<file path="src/rtl/elimax_ghrd_nios_sys_pkg.sv">
// Shared constants for the NIOS system status-input peripheral: bus widths
// and the Avalon-MM register word addresses.
package elimax_ghrd_nios_sys_pkg;

    localparam int BUS_W  = 32;
    localparam int ADDR_W = 3;

    localparam logic [ADDR_W-1:0] ADDR_DATA     = 3'd0; // debounced input value (RO)
    localparam logic [ADDR_W-1:0] ADDR_EDGE_POL = 3'd1; // 0 = rising, 1 = falling
    localparam logic [ADDR_W-1:0] ADDR_IRQMASK  = 3'd2; // interrupt mask (RW)
    localparam logic [ADDR_W-1:0] ADDR_EDGECAP  = 3'd3; // edge capture (write 1 to clear)
    localparam logic [ADDR_W-1:0] ADDR_MASK_SET = 3'd4; // OR writedata into irqmask
    localparam logic [ADDR_W-1:0] ADDR_MASK_CLR = 3'd5; // clear irqmask bits set in writedata

endpackage

</file>
<file path="src/rtl/elimax_ghrd_nios_sys_status_in_if.sv">
// Avalon-MM slave bus bundle for the status-input peripheral.
interface elimax_ghrd_nios_sys_status_in_if;
    import elimax_ghrd_nios_sys_pkg::*;

    logic [ADDR_W-1:0] address;
    logic              chipselect;
    logic              write_n;
    logic [BUS_W-1:0]  writedata;
    logic [BUS_W-1:0]  readdata;

    modport slave  (input address, chipselect, write_n, writedata, output readdata);
    modport master (output address, chipselect, write_n, writedata, input readdata);

endinterface

</file>
<file path="src/rtl/elimax_ghrd_nios_sys_debounce.sv">
// One-bit input conditioner: 2-flop synchronizer followed by a consecutive
// mismatch counter. The stable value flips on the DEBOUNCE_CYCLES-th
// consecutive cycle the synchronized input disagrees with it; 'change' is
// high in the cycle whose closing edge performs that flip.
module elimax_ghrd_nios_sys_debounce #(
    parameter int DEBOUNCE_CYCLES = 16
) (
    input  logic clk,
    input  logic reset_n,
    input  logic din,
    output logic stable,
    output logic change
);
    import elimax_ghrd_nios_sys_pkg::*;

    localparam int              CNT_W    = $clog2(DEBOUNCE_CYCLES + 1);
    localparam logic [CNT_W-1:0] CNT_LAST = CNT_W'(DEBOUNCE_CYCLES - 1);

    logic             sync1_r;
    logic             sync2_r;
    logic             stable_r;
    logic [CNT_W-1:0] cnt_r;
    logic             mismatch_s;
    logic             accept_s;

    assign mismatch_s = sync2_r ^ stable_r;
    // Last mismatch of the run: the counter never goes past DEBOUNCE_CYCLES-1.
    assign accept_s   = mismatch_s && (cnt_r == CNT_LAST);
    assign stable     = stable_r;
    assign change     = accept_s;

    // Two-stage synchronizer for the asynchronous pin.
    always_ff @(posedge clk or negedge reset_n) begin
        if (!reset_n) begin
            sync1_r <= 1'b0;
            sync2_r <= 1'b0;
        end else begin
            sync1_r <= din;
            sync2_r <= sync1_r;
        end
    end

    // Mismatch run counter and accepted (stable) value.
    always_ff @(posedge clk or negedge reset_n) begin
        if (!reset_n) begin
            cnt_r    <= {CNT_W{1'b0}};
            stable_r <= 1'b0;
        end else if (accept_s) begin
            cnt_r    <= {CNT_W{1'b0}};
            stable_r <= sync2_r;
        end else if (mismatch_s) begin
            cnt_r    <= cnt_r + CNT_W'(1);
        end else begin
            cnt_r    <= {CNT_W{1'b0}};
        end
    end

endmodule

</file>
<file path="src/rtl/elimax_ghrd_nios_sys_status_in.sv">
// Status-input peripheral: WIDTH debounced inputs, per-bit edge polarity,
// sticky edge capture and a masked level interrupt on an Avalon-MM slave.
module elimax_ghrd_nios_sys_status_in #(
    parameter int WIDTH           = 8,
    parameter int DEBOUNCE_CYCLES = 16
) (
    input  logic                               clk,
    input  logic                               reset_n,
    elimax_ghrd_nios_sys_status_in_if.slave    bus,
    input  logic [WIDTH-1:0]                   in_port,
    output logic                               irq
);
    import elimax_ghrd_nios_sys_pkg::*;

    logic [WIDTH-1:0] data_s;
    logic [WIDTH-1:0] change_s;
    logic [WIDTH-1:0] evt_s;
    logic [WIDTH-1:0] clr_s;
    logic [WIDTH-1:0] wd_s;
    logic             wr_s;
    logic [WIDTH-1:0] edge_pol_r;
    logic [WIDTH-1:0] irqmask_r;
    logic [WIDTH-1:0] edgecap_r;
    logic [BUS_W-1:0] rd_s;
    logic             unused_wd_s;

    for (genvar i = 0; i < WIDTH; i++) begin : g_bit
        elimax_ghrd_nios_sys_debounce #(
            .DEBOUNCE_CYCLES(DEBOUNCE_CYCLES)
        ) u_debounce (
            .clk    (clk),
            .reset_n(reset_n),
            .din    (in_port[i]),
            .stable (data_s[i]),
            .change (change_s[i])
        );
    end

    assign wr_s        = bus.chipselect & ~bus.write_n;
    assign wd_s        = bus.writedata[WIDTH-1:0];
    assign unused_wd_s = ^bus.writedata;

    // A change qualifies when the old stable value equals the polarity bit:
    // 0 -> 1 with polarity 0 (rising), 1 -> 0 with polarity 1 (falling).
    assign evt_s = change_s & ~(data_s ^ edge_pol_r);

    // Write-1-to-clear mask for edge capture.
    always_comb begin
        clr_s = {WIDTH{1'b0}};
        if (wr_s && (bus.address == ADDR_EDGECAP)) begin
            clr_s = wd_s;
        end else begin
            clr_s = {WIDTH{1'b0}};
        end
    end

    // Register file: polarity, mask, and edge capture (new events beat clears).
    always_ff @(posedge clk or negedge reset_n) begin
        if (!reset_n) begin
            edge_pol_r <= {WIDTH{1'b0}};
            irqmask_r  <= {WIDTH{1'b0}};
            edgecap_r  <= {WIDTH{1'b0}};
        end else begin
            edgecap_r <= (edgecap_r & ~clr_s) | evt_s;
            if (wr_s) begin
                case (bus.address)
                    ADDR_EDGE_POL: edge_pol_r <= wd_s;
                    ADDR_IRQMASK:  irqmask_r  <= wd_s;
                    ADDR_MASK_SET: irqmask_r  <= irqmask_r | wd_s;
                    ADDR_MASK_CLR: irqmask_r  <= irqmask_r & ~wd_s;
                    default:       irqmask_r  <= irqmask_r;
                endcase
            end else begin
                irqmask_r <= irqmask_r;
            end
        end
    end

    // Zero-latency read mux; write-only and reserved words read as zero.
    always_comb begin
        rd_s = {BUS_W{1'b0}};
        case (bus.address)
            ADDR_DATA:     rd_s[WIDTH-1:0] = data_s;
            ADDR_EDGE_POL: rd_s[WIDTH-1:0] = edge_pol_r;
            ADDR_IRQMASK:  rd_s[WIDTH-1:0] = irqmask_r;
            ADDR_EDGECAP:  rd_s[WIDTH-1:0] = edgecap_r;
            default:       rd_s            = {BUS_W{1'b0}};
        endcase
    end

    assign bus.readdata = rd_s;
    assign irq          = |(edgecap_r & irqmask_r);

endmodule

</file>
<file path="src/flat_wrapper.sv">
// flat-port wrapper written by rule: the top's interface ports become plain ports
module elimax_ghrd_nios_sys_status_in_flat import elimax_ghrd_nios_sys_pkg::*;
#(
    parameter int WIDTH           = 8,
    parameter int DEBOUNCE_CYCLES = 16
)
  (clk, reset_n, in_port, irq, bus_address, bus_chipselect, bus_write_n, bus_writedata, bus_readdata);
  elimax_ghrd_nios_sys_status_in_if bus_i ();
  input  logic clk;
  input  logic reset_n;
  input  logic [WIDTH-1:0] in_port;
  output logic irq;
  input wire logic [$bits(bus_i.address)-1:0] bus_address;
  input wire logic [$bits(bus_i.chipselect)-1:0] bus_chipselect;
  input wire logic [$bits(bus_i.write_n)-1:0] bus_write_n;
  input wire logic [$bits(bus_i.writedata)-1:0] bus_writedata;
  output wire logic [$bits(bus_i.readdata)-1:0] bus_readdata;
  assign bus_i.address = bus_address;
  assign bus_i.chipselect = bus_chipselect;
  assign bus_i.write_n = bus_write_n;
  assign bus_i.writedata = bus_writedata;
  assign bus_readdata = bus_i.readdata;
  elimax_ghrd_nios_sys_status_in #(.WIDTH(WIDTH), .DEBOUNCE_CYCLES(DEBOUNCE_CYCLES)) u_core (.clk(clk), .reset_n(reset_n), .bus(bus_i), .in_port(in_port), .irq(irq));
endmodule
</file>
<file path="config.mk">
export PLATFORM = sky130hd
export DESIGN_NAME = elimax_ghrd_nios_sys_status_in_flat
export DESIGN_NICKNAME = d
export VERILOG_FILES = /design/src/rtl/elimax_ghrd_nios_sys_pkg.sv /design/src/rtl/elimax_ghrd_nios_sys_status_in_if.sv /design/src/rtl/elimax_ghrd_nios_sys_debounce.sv /design/src/rtl/elimax_ghrd_nios_sys_status_in.sv /design/src/flat_wrapper.sv
export SDC_FILE = /design/constraint.sdc
export NUM_CORES = 1
export LEC_CHECK = 0
export CORE_ASPECT_RATIO = 1.2
export CORE_MARGIN = 2
export CORE_UTILIZATION = 27
export DETAILED_ROUTE_END_ITERATION = 10
export GPL_TIMING_DRIVEN = 0
export PLACE_DENSITY = 0.53
export SYNTH_ARGS = -nofsm -noshare
export SYNTH_HDL_FRONTEND = slang
export SYNTH_SLANG_ARGS = --single-unit
export TNS_END_PERCENT = 1
</file>
<file path="constraint.sdc">
create_clock -name clk -period 3.64 [get_ports clk]
set_input_delay 1.092 -clock clk [delete_from_list [all_inputs] [get_ports clk]]
set_output_delay 1.092 -clock clk [all_outputs]
set_load 0.05 [all_outputs]
</file>
# Word level (Yosys, flattened, before mapping)

Cells that the tools add are included.

Register bits: 88
Output and inout bits: 33
Word-level logic and storage cells: 109

Add/subtract/negate cells: 8
Equal/unequal tests: 13
Multiplexer cells: 19
Bitwise logic cells: 20
Reductions and logical operators: 14

Operator list:

| cell                | number |
|---|---|
| $mux 5              | 16 |
| $add 5x1->5 const B | 8 |
| $eq 5x4->1 const B  | 8 |
| $and 8x8->8         | 4 |
| $pmux 8 s4          | 1 |
| $not 8->8           | 3 |
| $pmux 8 s3          | 1 |
| $or 8x8->8          | 2 |
| $logic_and 1x1->1   | 9 |
| $mux 8              | 1 |
| $reduce_or 8->1     | 1 |
| $xor 1x1->1         | 8 |
| $xor 8x8->8         | 1 |
| $eq 3x2->1 const B  | 2 |
| $eq 3x3->1 const B  | 2 |
| $reduce_and 2->1    | 2 |
| $eq 3x1->1 const B  | 1 |
| $logic_not 3->1     | 1 |
| $reduce_bool 3->1   | 1 |
| $and 1x1->1         | 1 |
| $not 1->1           | 1 |

# Longest topological paths before layout

Depth in word-level cells: 7
Gate-level depth with buffers: 6

# By module

A second synthesis with hierarchy kept.

Cells, all modules: 367
Area, all modules: 4,433.0 sq um

By module, submodules not included:

| module                         | times used | cells each | area each (sq um) | sequential area each (sq um) |
|---|---|---|---|---|
| elimax_ghrd_nios_sys_debounce  | 8          | 24         | 334.1             | 200.2 |
| elimax_ghrd_nios_sys_status_in | 1          | 175        | 1,760.4           | 600.6 |

# Worst setup path before layout

Ideal clock, no wire load.

Path type: input port to output port
From: in bus_address[0]
To: out bus_readdata[4]
Data arrival time: 2.375 ns
Data required time: 2.548 ns
Path slack: 0.173 ns
Cell stages on the path: 4
Path buffers: 2
Cells stage by stage: buf_6 -> buf_6 -> mux4_2 -> nor2b_1

Longest elaborated chain between the ends: 2

Ends and longest elaborated chain:

| item                               | RTL line                             | source |
|---|---|---|
| start: declaration                 | flat_wrapper.sv:13                   | `input wire logic [$bits(bus_i.address)-1:0] bus_address;` |
| $eq 3x2->1 (tied with other cells) | elimax_ghrd_nios_sys_status_in.sv:82 | `case (bus.address)` |
| $pmux 8 s4 *                       | elimax_ghrd_nios_sys_status_in.sv:82 |  |
| end: declaration                   | flat_wrapper.sv:17                   | `output wire logic [$bits(bus_i.readdata)-1:0] bus_readdata;` |

Mark *: on every way between the ends. The rest lies on a longest branch, timed or not.

# Worst setup path after layout

From: in bus_address[2]
To: out bus_readdata[0]

Same word-level chain as after synthesis.

==> run metrics <==
status=completed; post-placement setup slack=-841.5 ps; Synth cell types=36; synthesized area per cell=12.20 sq um; via count=between 2000 and 3000; Worst setup SP type=primary input; Syn. warnings=0; post-route ant nets=0; first-pass GRT wire length=approximately 14000 um; DRT Pass-1 Iters=4; Hold Fails Final Rpt=0; CTS root buf=clkbuf_16; Crit. End Element=primary output; DRT iter0 DRCs=between 90 and 100; Setup violations, final=0; fill count=1574; Post-synth EDFFs=0; final instance area=0.005174 sq mm; Residual DRC=0; P&R area growth vs syn=22.92%; GRT Total Usage=between 10% and 20%; Reg area=between 0.002 and 0.0025 sq mm; fin worst setup slack=between 100 and 150 ps; r2r worst-path depth=5; CTS tree=built; most common cell after layout, fill and taps aside=dfrtp_1; IO Pins=80; Multi-input gate area=roughly 0.0018 sq mm; utilization after layout=33.48%; CP max FO=10; H-tree lvl count=3; DP Area=0.004881 sq mm; Synth Register Bits=just under 90; CTS Hold Buffers Added=0; Post-Syn Area=around 0.0042 sq mm; cell leakage power=~2.4 nW; clk_skew=slightly above 6 ps; Final min period=3530 ps; clock buffer depth=2; final period utilization=slightly below 100%; IO Port Bufs=30; Sink Count=88; register area share after synthesis=roughly 52%; largest net degree at the start of global routing=a little under 70; Async S/R FF share, synth=100.0%; Top FF cell, synth=dfrtp_1; most frequent cells in the layout=dfrtp_1, nor2_1, buf_4, conb_1, clkdlybuf4s50_1; Crit Path Class=primary input to primary output; CP required=2550 ps; CTS clk-pin slew, worst paths=around 60 ps; Starting Density=27.24%; gpl congestion=approximately 0.77; Hold WC Path Type=flip-flop to flip-flop; Synth area leader=dfrtp_1; Synth area leaders=dfrtp_1, ha_1, buf_4; Post-CTS Setup Bufs=0; CTS buffer count=9; routed vias/inst=between 4 and 5; Worst VDD drop=roughly 200 uV; hold path depth=0; Syn Inst Count=345; GRT overflow=0; Synth top area share=52.32%; Critical Path AT=about 2400 ps; unrepaired setup endpoints after global routing=false; initial antenna violation count=0; final wirelength=8273 um; PD cells=approximately 470 mW/mm^2; Max Freq=~280 MHz; core area=0.01545 sq mm; total of max-cap violations=0; DIE WIDTH=around 120 um; Die Y=140.8 um; PnR Total Power=approximately 2.4 mW; vias in the first global route=roughly 2700; Final HPWL DP=approximately 5800 um; Final nets=~470; # rows=50; Clk Latency, worst-skew pair=340 ps; die area=0.01661 sq mm; share of post-route cells with drive strength above 1=19.23%; Diodes inserted=0; WL/cell=13.26 um; fin. max-slew vios=0
## sequential cells by signal, summed over array words and instances, names as in the netlist
| signal | flops |
|---|---|
| u_core.edgecap_r | 8 |
| u_core.irqmask_r | 8 |
| u_core.g_bit.u_debounce.sync2_r | 8 |
| u_core.g_bit.u_debounce.stable | 8 |
| u_core.g_bit.u_debounce.cnt_r | 40 |
| u_core.g_bit.u_debounce.sync1_r | 8 |
| u_core.edge_pol_r | 8 |
## layout make-up
class / count / area share (%)
sequential: 88 / 42.56
multi-input combinational: 229 / 34.27
timing repair buffer: 32 / 5.998
buffer: 35 / 5.175
clock buffer: 13 / 5.030
tap: 208 / 5.030
inverter: 16 / 1.161
clock inverter: 3 / 0.7739
## worst max-delay path, cell delays in order
cell and delay [ps]:
clkdlybuf4s50_1 460, clkbuf_2 250, nor2b_1 230, clkdlybuf4s15_2 400
## worst paths after layout
| check | to | slack [ps] | from |
|---|---|---|---|
| worst max-delay path | bus_readdata[0] | 110 | bus_address[2] |
| worst max register to register | u_core.g_bit[6].u_debounce.cnt_r[2] | 2200 | u_core.g_bit[6].u_debounce.cnt_r[0] |
| max in group asynchronous | u_core.irqmask_r[7] | 2350 | reset_n |
| min in group asynchronous | u_core.g_bit[7].u_debounce.cnt_r[2] | 640 | reset_n |
| worst min register to register | u_core.g_bit[0].u_debounce.sync2_r | 350 | u_core.g_bit[0].u_debounce.sync1_r |
| worst min-delay path | u_core.g_bit[0].u_debounce.sync2_r | 350 | u_core.g_bit[0].u_debounce.sync1_r |
## cell families after synthesis
| family | after synthesis | synth area share, % |
|---|---|---|
| muxes | 31 | 11.30 |
| and+or+nand+nor | 105 | 13.29 |
| other | 1 | 0.08909 |
| xor gates and xnor gates | 17 | 3.538 |
| DFF | 88 | 52.32 |
| adders and majority gates | 16 | 4.756 |
| buffers and inverters | 51 | 7.610 |
| AOI/OAI and AO/OA | 36 | 7.105 |
## stage by stage
step | hold slack (ps) | TNS (ps) | instances
after floorplan | 331.2 | 0 | 368
after global placement | 336.3 | -157730 | 606
after detailed placement | 335.5 | -4352 | 607
after CTS | 349.9 | 0 | 624
after global routing | 354.5 | 0 | 624
final | 349.5 | 0 | 624
## synthesized netlist by cell type (all sizes together), types with 8 or more instances
master	count
a22o	8
nor2b	9
mux2	16
a41oi	8
and3	8
mux4	8
nand3	16
nor2	40
buf	32
a311oi	8
nand2b	16
ha	16
inv	16
nor3	8
xnor2	8
dfrtp	88
xor2	9
## per-layer routing
layer | up-vias | track usage, % | routed length [um] | share of wire, %
met4 | 0 | 5.136 | 162 | 2.0
met3 | 11 | 2.346 | 416 | 5.0
met2 | 67 | 17.78 | 3999 | 48
met1 | 1333 | 13.09 | 3695 | 45
met5 | - | 0 | 0 | 0
li1 | 1296 | - | - | -
## power by group
group	internal [mW]	total [mW]	switching (mW)
logic	0.168	0.362	0.194
clock network	0.568	0.931	0.364
registers	1.05	1.11	0.0611
total	1.79	2.41	0.619
## timing repair
action / in CTS / in global routing
pin swaps: 0 / 0
resized for setup: 37 / 2
setup endpoints to repair: 8 / 1
gates cloned: 1 / 0
No activity file was read; power rests on OpenSTA's default activity.
